**src/rtl/i2s_slave_frame_rx_pkg.sv**
```systemverilog
// Shared types and constants for the I2S slave frame receiver.
// Latency: n/a (declarations only).
// Backpressure: n/a.
package i2s_slave_frame_rx_pkg;

    localparam int MAX_BITS_DEF = 32;

    typedef enum logic [2:0] {
        ST_DISABLED,
        ST_SEARCH,
        ST_MEASURE,
        ST_TRACK,
        ST_LOCKED
    } state_t;

    localparam logic [1:0] ERR_NONE = 2'b00;
    localparam logic [1:0] ERR_LEN  = 2'b01;
    localparam logic [1:0] ERR_OVF  = 2'b10;
    localparam logic [1:0] ERR_TMO  = 2'b11;

    // A programmed lock count of zero behaves like one.
    function automatic logic [3:0] lock_target(input logic [3:0] cfg);
        return (cfg == 4'd0) ? 4'd1 : cfg;
    endfunction

endpackage

```
**src/rtl/i2s_slave_frame_rx_if.sv**
```systemverilog
// Pad, configuration and result bundle of the I2S slave frame receiver.
// Latency: n/a (wires only).
// Backpressure: none; every result is a strobe or a level with no ready.
interface i2s_slave_frame_rx_if #(
    parameter int MAX_BITS = i2s_slave_frame_rx_pkg::MAX_BITS_DEF
);
    localparam int WW = $clog2(MAX_BITS);

    logic                pad_sck_i;
    logic                pad_ws_i;
    logic                pad_sd_i;
    logic                cfg_en_i;
    logic [3:0]          cfg_lock_words_i;
    logic [15:0]         cfg_timeout_i;
    logic                sck_rise_o;
    logic [MAX_BITS-1:0] data_o;
    logic                data_ch_o;
    logic                data_valid_o;
    logic [WW-1:0]       word_size_o;
    logic                locked_o;
    logic                err_o;
    logic [1:0]          err_code_o;

    modport slave (
        input  pad_sck_i, pad_ws_i, pad_sd_i, cfg_en_i, cfg_lock_words_i, cfg_timeout_i,
        output sck_rise_o, data_o, data_ch_o, data_valid_o, word_size_o, locked_o,
               err_o, err_code_o
    );

    modport master (
        output pad_sck_i, pad_ws_i, pad_sd_i, cfg_en_i, cfg_lock_words_i, cfg_timeout_i,
        input  sck_rise_o, data_o, data_ch_o, data_valid_o, word_size_o, locked_o,
               err_o, err_code_o
    );

endinterface

```
**src/rtl/i2s_pad_edge_sync.sv**
```systemverilog
// Synchronizes one asynchronous pad and flags its 0->1 transitions.
// Latency: sync_o and rise_o follow the pad after SYNC_STAGES clk_i edges.
// Backpressure: none.
module i2s_pad_edge_sync
    import i2s_slave_frame_rx_pkg::*;
#(
    parameter int SYNC_STAGES = 2
) (
    input  logic clk_i,
    input  logic rst_i,
    input  logic pad_i,
    output logic sync_o,
    output logic rise_o
);

    logic [SYNC_STAGES-1:0] sync_q;
    logic                   hist_q;

    // Synchronizer chain followed by a one-cycle history flop.
    always_ff @(posedge clk_i) begin
        if (rst_i) begin
            sync_q <= '0;
            hist_q <= 1'b0;
        end else begin
            sync_q <= {sync_q[SYNC_STAGES-2:0], pad_i};
            hist_q <= sync_q[SYNC_STAGES-1];
        end
    end

    assign sync_o = sync_q[SYNC_STAGES-1];
    assign rise_o = sync_o & ~hist_q;

endmodule

```
**src/rtl/i2s_slave_frame_rx.sv**
```systemverilog
// I2S slave receiver: recovers words from external SCK/WS/SD, measures length, tracks lock.
// Latency: results register one cycle after the synchronized SCK rise (SYNC_STAGES+1 after the pad).
// Backpressure: none; data_valid_o/err_o are single-cycle strobes and must be consumed when seen.
module i2s_slave_frame_rx
    import i2s_slave_frame_rx_pkg::*;
#(
    parameter int MAX_BITS    = MAX_BITS_DEF,
    parameter int SYNC_STAGES = 2
) (
    input  logic                 clk_i,
    input  logic                 rst_i,
    i2s_slave_frame_rx_if.slave  bus
);

    localparam int CW = $clog2(MAX_BITS + 2);
    localparam int WW = $clog2(MAX_BITS);

    logic sck_s, sck_rise, ws_s, ws_rise, sd_s, sd_rise;
    logic unused_rise;

    i2s_pad_edge_sync #(.SYNC_STAGES(SYNC_STAGES)) u_sync_sck (
        .clk_i(clk_i), .rst_i(rst_i), .pad_i(bus.pad_sck_i), .sync_o(sck_s), .rise_o(sck_rise)
    );
    i2s_pad_edge_sync #(.SYNC_STAGES(SYNC_STAGES)) u_sync_ws (
        .clk_i(clk_i), .rst_i(rst_i), .pad_i(bus.pad_ws_i), .sync_o(ws_s), .rise_o(ws_rise)
    );
    i2s_pad_edge_sync #(.SYNC_STAGES(SYNC_STAGES)) u_sync_sd (
        .clk_i(clk_i), .rst_i(rst_i), .pad_i(bus.pad_sd_i), .sync_o(sd_s), .rise_o(sd_rise)
    );

    // Only the SCK edge matters; WS and SD are sampled as levels at that edge.
    assign unused_rise = ws_rise | sd_rise | sck_s;

    // Bit datapath
    logic [MAX_BITS-1:0] shift_q, shift_nxt, word_mask, word_dat;
    logic [CW-1:0]       cnt_q, cnt_inc;
    logic                ws_prev_q;
    logic [15:0]         idle_q, idle_nxt;
    logic                boundary, ovf, tmo;

    assign shift_nxt = {shift_q[MAX_BITS-2:0], sd_s};
    assign cnt_inc   = (cnt_q == CW'(MAX_BITS + 1)) ? cnt_q : cnt_q + CW'(1);
    // cnt_inc includes the current rise, so it is the length of a word ending here.
    assign word_mask = (cnt_inc >= CW'(MAX_BITS)) ? '1
                     : ((MAX_BITS'(1) << cnt_inc) - MAX_BITS'(1));
    assign word_dat  = shift_nxt & word_mask;
    assign boundary  = sck_rise && (ws_s != ws_prev_q);
    assign idle_nxt  = sck_rise ? 16'd0 : ((&idle_q) ? idle_q : idle_q + 16'd1);
    assign ovf       = sck_rise && ((cnt_inc > CW'(MAX_BITS)) || (boundary && (cnt_inc < CW'(2))));
    assign tmo       = (bus.cfg_timeout_i != 16'd0) && (idle_nxt == bus.cfg_timeout_i);

    // Shift register, bit counter, WS history and idle timer advance on SCK rises.
    always_ff @(posedge clk_i) begin
        if (rst_i) begin
            shift_q   <= '0;
            cnt_q     <= '0;
            ws_prev_q <= 1'b0;
            idle_q    <= '0;
        end else begin
            idle_q <= idle_nxt;
            if (sck_rise) begin
                shift_q   <= shift_nxt;
                ws_prev_q <= ws_s;
                cnt_q     <= boundary ? '0 : cnt_inc;
            end
        end
    end

    // Frame FSM and registered outputs
    state_t              state_q, state_nxt;
    logic [CW-1:0]       ref_q, ref_nxt;
    logic [3:0]          match_q, match_nxt;
    logic                locked_q, locked_nxt;
    logic [MAX_BITS-1:0] dat_q, dat_nxt;
    logic                ch_q, ch_nxt, vld_q, vld_nxt, err_q, err_nxt, rise_q, rise_nxt;
    logic [1:0]          code_q, code_nxt;
    logic                lock_reached;

    assign lock_reached = ({1'b0, match_q} + 5'd1) >= {1'b0, lock_target(bus.cfg_lock_words_i)};

    // Next-state and next-output decode; overflow beats boundary beats timeout.
    always_comb begin
        state_nxt  = state_q;
        ref_nxt    = ref_q;
        match_nxt  = match_q;
        locked_nxt = locked_q;
        dat_nxt    = dat_q;
        ch_nxt     = ch_q;
        vld_nxt    = 1'b0;
        err_nxt    = 1'b0;
        code_nxt   = code_q;
        rise_nxt   = sck_rise;
        unique case (state_q)
            ST_DISABLED: begin
                rise_nxt  = 1'b0;
                state_nxt = ST_SEARCH;
            end
            ST_SEARCH: begin
                if (boundary) state_nxt = ST_MEASURE;
            end
            ST_MEASURE, ST_TRACK, ST_LOCKED: begin
                if (ovf) begin
                    err_nxt    = 1'b1;
                    code_nxt   = ERR_OVF;
                    locked_nxt = 1'b0;
                    state_nxt  = ST_SEARCH;
                end else if (boundary) begin
                    if (state_q == ST_MEASURE) begin
                        ref_nxt   = cnt_inc;
                        match_nxt = 4'd1;
                        vld_nxt   = 1'b1;
                        state_nxt = ST_TRACK;
                    end else if (cnt_inc == ref_q) begin
                        vld_nxt = 1'b1;
                        if (state_q == ST_TRACK) begin
                            if (lock_reached) begin
                                locked_nxt = 1'b1;
                                state_nxt  = ST_LOCKED;
                            end else begin
                                match_nxt = match_q + 4'd1;
                            end
                        end
                    end else begin
                        err_nxt    = 1'b1;
                        code_nxt   = ERR_LEN;
                        ref_nxt    = cnt_inc;
                        match_nxt  = 4'd1;
                        locked_nxt = 1'b0;
                        state_nxt  = ST_TRACK;
                    end
                end else if (tmo) begin
                    err_nxt    = 1'b1;
                    code_nxt   = ERR_TMO;
                    locked_nxt = 1'b0;
                    state_nxt  = ST_SEARCH;
                end
            end
            default: state_nxt = ST_DISABLED;
        endcase
        if (vld_nxt) begin
            dat_nxt = word_dat;
            ch_nxt  = ws_prev_q;
        end
        // Dropping the enable silently clears everything, including the held error code.
        if (!bus.cfg_en_i) begin
            state_nxt  = ST_DISABLED;
            ref_nxt    = '0;
            match_nxt  = '0;
            locked_nxt = 1'b0;
            dat_nxt    = '0;
            ch_nxt     = 1'b0;
            vld_nxt    = 1'b0;
            err_nxt    = 1'b0;
            code_nxt   = ERR_NONE;
            rise_nxt   = 1'b0;
        end
    end

    // FSM state and output registers.
    always_ff @(posedge clk_i) begin
        if (rst_i) begin
            state_q  <= ST_DISABLED;
            ref_q    <= '0;
            match_q  <= '0;
            locked_q <= 1'b0;
            dat_q    <= '0;
            ch_q     <= 1'b0;
            vld_q    <= 1'b0;
            err_q    <= 1'b0;
            code_q   <= ERR_NONE;
            rise_q   <= 1'b0;
        end else begin
            state_q  <= state_nxt;
            ref_q    <= ref_nxt;
            match_q  <= match_nxt;
            locked_q <= locked_nxt;
            dat_q    <= dat_nxt;
            ch_q     <= ch_nxt;
            vld_q    <= vld_nxt;
            err_q    <= err_nxt;
            code_q   <= code_nxt;
            rise_q   <= rise_nxt;
        end
    end

    assign bus.sck_rise_o   = rise_q;
    assign bus.data_o       = dat_q;
    assign bus.data_ch_o    = ch_q;
    assign bus.data_valid_o = vld_q;
    assign bus.word_size_o  = locked_q ? WW'(ref_q - CW'(1)) : '0;
    assign bus.locked_o     = locked_q;
    assign bus.err_o        = err_q;
    assign bus.err_code_o   = code_q;

endmodule

```
**src/flat_wrapper.sv**
```systemverilog
// flat-port wrapper written by rule: the top's interface ports become plain ports
module i2s_slave_frame_rx_flat import i2s_slave_frame_rx_pkg::*;
#(
    parameter int MAX_BITS    = MAX_BITS_DEF,
    parameter int SYNC_STAGES = 2
)
  (clk_i, rst_i, bus_pad_sck_i, bus_pad_ws_i, bus_pad_sd_i, bus_cfg_en_i, bus_cfg_lock_words_i, bus_cfg_timeout_i, bus_sck_rise_o, bus_data_o, bus_data_ch_o, bus_data_valid_o, bus_word_size_o, bus_locked_o, bus_err_o, bus_err_code_o);
  i2s_slave_frame_rx_if #(.MAX_BITS(MAX_BITS)) bus_i ();
  input  logic clk_i;
  input  logic rst_i;
  input wire logic [$bits(bus_i.pad_sck_i)-1:0] bus_pad_sck_i;
  input wire logic [$bits(bus_i.pad_ws_i)-1:0] bus_pad_ws_i;
  input wire logic [$bits(bus_i.pad_sd_i)-1:0] bus_pad_sd_i;
  input wire logic [$bits(bus_i.cfg_en_i)-1:0] bus_cfg_en_i;
  input wire logic [$bits(bus_i.cfg_lock_words_i)-1:0] bus_cfg_lock_words_i;
  input wire logic [$bits(bus_i.cfg_timeout_i)-1:0] bus_cfg_timeout_i;
  output wire logic [$bits(bus_i.sck_rise_o)-1:0] bus_sck_rise_o;
  output wire logic [$bits(bus_i.data_o)-1:0] bus_data_o;
  output wire logic [$bits(bus_i.data_ch_o)-1:0] bus_data_ch_o;
  output wire logic [$bits(bus_i.data_valid_o)-1:0] bus_data_valid_o;
  output wire logic [$bits(bus_i.word_size_o)-1:0] bus_word_size_o;
  output wire logic [$bits(bus_i.locked_o)-1:0] bus_locked_o;
  output wire logic [$bits(bus_i.err_o)-1:0] bus_err_o;
  output wire logic [$bits(bus_i.err_code_o)-1:0] bus_err_code_o;
  assign bus_i.pad_sck_i = bus_pad_sck_i;
  assign bus_i.pad_ws_i = bus_pad_ws_i;
  assign bus_i.pad_sd_i = bus_pad_sd_i;
  assign bus_i.cfg_en_i = bus_cfg_en_i;
  assign bus_i.cfg_lock_words_i = bus_cfg_lock_words_i;
  assign bus_i.cfg_timeout_i = bus_cfg_timeout_i;
  assign bus_sck_rise_o = bus_i.sck_rise_o;
  assign bus_data_o = bus_i.data_o;
  assign bus_data_ch_o = bus_i.data_ch_o;
  assign bus_data_valid_o = bus_i.data_valid_o;
  assign bus_word_size_o = bus_i.word_size_o;
  assign bus_locked_o = bus_i.locked_o;
  assign bus_err_o = bus_i.err_o;
  assign bus_err_code_o = bus_i.err_code_o;
  i2s_slave_frame_rx #(.MAX_BITS(MAX_BITS), .SYNC_STAGES(SYNC_STAGES)) u_core (.clk_i(clk_i), .rst_i(rst_i), .bus(bus_i));
endmodule
```
**config.mk**
```make
export PLATFORM = sky130hd
export DESIGN_NAME = i2s_slave_frame_rx_flat
export DESIGN_NICKNAME = d
export VERILOG_FILES = /design/src/rtl/i2s_slave_frame_rx_pkg.sv /design/src/rtl/i2s_slave_frame_rx_if.sv /design/src/rtl/i2s_pad_edge_sync.sv /design/src/rtl/i2s_slave_frame_rx.sv /design/src/flat_wrapper.sv
export SDC_FILE = /design/constraint.sdc
export NUM_CORES = 1
export LEC_CHECK = 0
export ABC_AREA = 1
export BUFFER_PORTS_ARGS = -buffer_cell sky130_fd_sc_hd__buf_4
export CELL_PAD_IN_SITES_DETAIL_PLACEMENT = 1
export CELL_PAD_IN_SITES_GLOBAL_PLACEMENT = 2
export CORE_ASPECT_RATIO = 1.4
export CORE_MARGIN = 2
export CORE_UTILIZATION = 33
export DETAILED_ROUTE_END_ITERATION = 16
export HOLD_SLACK_MARGIN = 0.05
export MAX_ROUTING_LAYER = met4
export PLACE_DENSITY = 0.88
export SLEW_MARGIN = 40
export SYNTH_ARGS = -nofsm -noshare
export SYNTH_HDL_FRONTEND = slang
export SYNTH_SLANG_ARGS = --single-unit
```
**constraint.sdc**
```tcl
create_clock -name clk_i -period 2.7 [get_ports clk_i]
set_clock_uncertainty 0.1 [all_clocks]
set_input_delay 0.27 -clock clk_i [delete_from_list [all_inputs] [get_ports clk_i]]
set_output_delay 0.27 -clock clk_i [all_outputs]
set_load 0.05 [all_outputs]
```
==> run summary <==
The flow ran to the end, and the final reports show no timing, DRC or antenna violations. The run gives 32.9% as the part of the Yosys area used for sequential elements. TritonCTS built the clock tree. The number of clock buffers inserted by TritonCTS is 17, and the post-synthesis sequential element count is 113. The floorplan step set the die width to 126 um.

Storage element area: 2270 um2. The power per unit of standard cell area was 483 nW/um2. The worst hold path belongs to the class in -> reg.

Across the VDD grid, the largest voltage drop is 0.451 mV. The total area of multi-input combinational cells came out at 4290 um2. The logs give 1067 for the cell count after synthesis and 22.7% for the total routing usage reported by global routing. The worst setup path is launched from a flip-flop. Minimum clock period after layout: 2.58 ns. Ranked by instance count, the synthesized netlist is headed by sky130_fd_sc_hd__nand2_1, sky130_fd_sc_hd__nor2_1, sky130_fd_sc_hd__dfxtp_1, sky130_fd_sc_hd__inv_1, sky130_fd_sc_hd__nand3_1.

The number of placement rows came out at 62. Most instantiated flip-flop cell in the synthesis netlist: sky130_fd_sc_hd__dfxtp_1. Cells fill 44.3% of the core in the end. The final setup slack of the worst path came out at 0.123 ns. The synthesized area was 6870 um2; the initial core utilization was 33.5%. Summed over all failing endpoints, the final setup total negative slack is 0 ns.

The tools report the antenna violation net count after detailed routing as 0. For this run, the post-layout net count is 1243. In the final routed layout, each cell accounts on average for 16.5 um.

For the total wire length, the log shows 24300 um. For the number of H-tree levels, the log shows 4. The detailed router placed 7401 vias in this run. The die covers 22000 um2. Summed over all instances, the cell type with the most area after synthesis is sky130_fd_sc_hd__dfxtp_1. Entering global routing, the biggest net connects 40 pins. The later pin in the worst-skew pair is clocked with a latency of 0.43 ns. For met2 alone, demand over resource in global routing was 41.6%. The critical path starts at u_core.cnt_q[1]$_SDFFE_PP0P_. Summing all placed instances gives a cell area of 8100 um2.

The repair_antennas step left the layout with diodes totalling 0. After synthesis, the share of flip-flops with an asynchronous set or reset is 0%. The number of iterations in the first detailed-routing pass is 4, and the count of pins on the block boundary is 70. In this run the most critical hold path is launched from rst_i. Yosys instantiated no cell more often than sky130_fd_sc_hd__nand2_1. The number of antenna violations at the first check in global routing came out at 0. The filler cells instantiated in the layout total 2661. The run gives 0 as the number of failing hold endpoints at the final stage. STA puts the critical path data required time at 2.96 ns.

In the routed design, unresolved DRC markers number 0. At the placement stage, the worst setup path has a slack of -0.100 ns. The area growth from synthesis to layout is 32.0%.

The run gives 2.84 ns as the arrival time reported for the critical path endpoint. The post-synth net total is 1105, and the max capacitance violation total is 0. The count of routing violations after the opening detailed-route iteration is 347, and the number of pins exceeding their max-slew limit in the final report is 0. After routing the design area is 9060 um2. The count of final setup violators was 0; the placeable core region was 20500 um2. The worst setup path is of the reg -> reg kind. Post-route total power: 4.38 mW. Derived from the worst setup path, the maximum achievable clock frequency is 388 MHz. The analysis attributes to cell leakage a power of 4.23 nW. The endpoint class of the critical path is a flip-flop. In this run the vertical extent of the chip is 175 um. The final critical path takes up 95.4% of the cycle.

The final global-route overflow total was 0; the number of flops mapped to enable cells by yosys was 0. The longest clock path from root to sink contains 2 buffers. For this design, the sink count on the clock tree is 113.

HPWL reported at the end of detailed placement: 18100 um. Headroom to the max-slew limit came out at 59.6%. The post-route netlist has 25.8% of its cells at a drive strength greater than 1.

By area the synthesized netlist is led by sky130_fd_sc_hd__dfxtp_1, sky130_fd_sc_hd__nand2_1, sky130_fd_sc_hd__nor2_1. Global routing consumed, on the met1 layer, 24.6% of the routing resources. The Yosys step of the flow raised 0 warnings. Global routing consumed, on the met3 layer, 3.46% of the routing resources. Of all nets on the critical path, the largest fanout is 8. The global-route wire length before repair was 38700 um.

The tree is rooted in a sky130_fd_sc_hd__clkbuf_16. For the pin with the worst max-slew slack, the measured transition is 0.604 ns. The number of global-route vias before repair was 7577; the clock transition at the registers of the reported paths was 0.06 ns. In this run the critical register-to-register path is launched from u_core.cnt_q[1]$_SDFFE_PP0P_. During placement, the flow inserted port buffers numbering 69.

In the routed layout, each cell is associated on average with a via count of 5.03. The routing layer with the top usage in global route was met2. The number of distinct library cells after synthesis was 37; the share of the synthesized area in the top cell type was 32.9%. The placer's final routability congestion estimate is 0.918, and the post-synthesis area per instance is 6.44 um2.
-- flip-flops by register name, indices dropped and copies added (netlist names), 3 cells and up --
signal	count
u_core.bus.data_o	32
u_core.shift_q	31
u_core.match_q	4
u_core.cnt_q	6
u_core.ref_q	6
u_core.state_q	3
u_core.idle_q	16
-- area by class of cell --
type,instances,share of cell area (%)
multi-input combinational,805,47.3
inverter,117,4.90
clock buffer,23,5.16
timing repair buffer,151,13.1
tap,256,3.53
clock inverter,7,0.939
sequential,113,25.1
-- worst max-delay path, cell delays in order (launching register included) --
cell                      delay [ns]
sky130_fd_sc_hd__dfxtp_4        0.36
sky130_fd_sc_hd__buf_4          0.15
sky130_fd_sc_hd__ha_1           0.30
sky130_fd_sc_hd__nand2_2        0.09
sky130_fd_sc_hd__nand2_4        0.07
sky130_fd_sc_hd__nand2_2        0.08
sky130_fd_sc_hd__nor2_1         0.05
sky130_fd_sc_hd__nand2_1        0.13
sky130_fd_sc_hd__ha_2           0.21
sky130_fd_sc_hd__nand2_2        0.09
sky130_fd_sc_hd__nor2_4         0.22
sky130_fd_sc_hd__nand2_2        0.10
sky130_fd_sc_hd__nor2_4         0.19
sky130_fd_sc_hd__nand2_1        0.09
sky130_fd_sc_hd__nand3_2        0.07
sky130_fd_sc_hd__nand3_2        0.08
sky130_fd_sc_hd__a21oi_2        0.14
-- kinds of logic after synthesis --
| group | share of synthesized area (%) |
|---|---|
| compound gates | 12.1 |
| xor+xnor | 2.04 |
| fa+ha+maj | 2.19 |
| buf+inv | 9.00 |
| flops | 32.9 |
| simple gates | 41.7 |
-- metrics by stage --
step                      instances  hold WS (ns)
after floorplan                1067         0.277
after global placement         1432         0.299
after detailed placement       1432         0.302
after CTS                      1466         0.255
after global routing           1472         0.269
final                          1472         0.254
-- report_power, final --
group,total [mW],switching (mW),internal [mW]
Clock,2.16,0.774,1.38
Combinational,0.476,0.301,0.175
Sequential,1.74,0.0349,1.71
-- layer usage --
layer	part of all wire (%)	vias up
li1	-	3719
met1	41	3532
met2	54	104
met3	2.0	46
met4	2.6	0
met5	0	-
-- path summary, 6_finish.rpt --
check / end / slack (ns) / depth (start not counted)
hold reg to reg: u_core.u_sync_sd.sync_q[1]$_SDFF_PP0_ / 0.31 / 2
setup / recovery: u_core.bus.data_o[18]$_SDFFE_PP0P_ / 0.12 / 16
setup reg to reg: u_core.bus.data_o[18]$_SDFFE_PP0P_ / 0.12 / 16
hold / removal: u_core.idle_q[6]$_SDFF_PP0_ / 0.25 / 3
-- cells in the final DEF (no fill, tap or decap), types with 8 or more instances in the layout --
cell,n
sky130_fd_sc_hd__nor3_1,9
sky130_fd_sc_hd__inv_1,102
sky130_fd_sc_hd__clkbuf_16,18
sky130_fd_sc_hd__buf_4,144
sky130_fd_sc_hd__a21oi_1,66
sky130_fd_sc_hd__nor2_4,20
sky130_fd_sc_hd__xor2_1,9
sky130_fd_sc_hd__nor2_2,27
sky130_fd_sc_hd__nand2_4,18
sky130_fd_sc_hd__nand2_1,217
sky130_fd_sc_hd__dfxtp_1,109
sky130_fd_sc_hd__nor2_1,156
sky130_fd_sc_hd__nand3_1,92
sky130_fd_sc_hd__nand2_2,29
sky130_fd_sc_hd__o21ai_0,62
sky130_fd_sc_hd__inv_2,13
sky130_fd_sc_hd__o21ai_1,18
sky130_fd_sc_hd__nand3_2,9
sky130_fd_sc_hd__ha_1,8
sky130_fd_sc_hd__nand4_1,19
-- repair_timing --
| action | CTS | global route |
|---|---|---|
| buffers inserted | 0 | 5 |
| pin swaps | 1 | 19 |
| resized for setup | 7 | 78 |
| cloned | 1 | 1 |
| setup endpoints to repair | 23 | 48 |
| hold endpoints to repair | 3 | 0 |
| hold buffers | 3 | 0 |
Note: power is estimated with default switching activity, not from simulation.
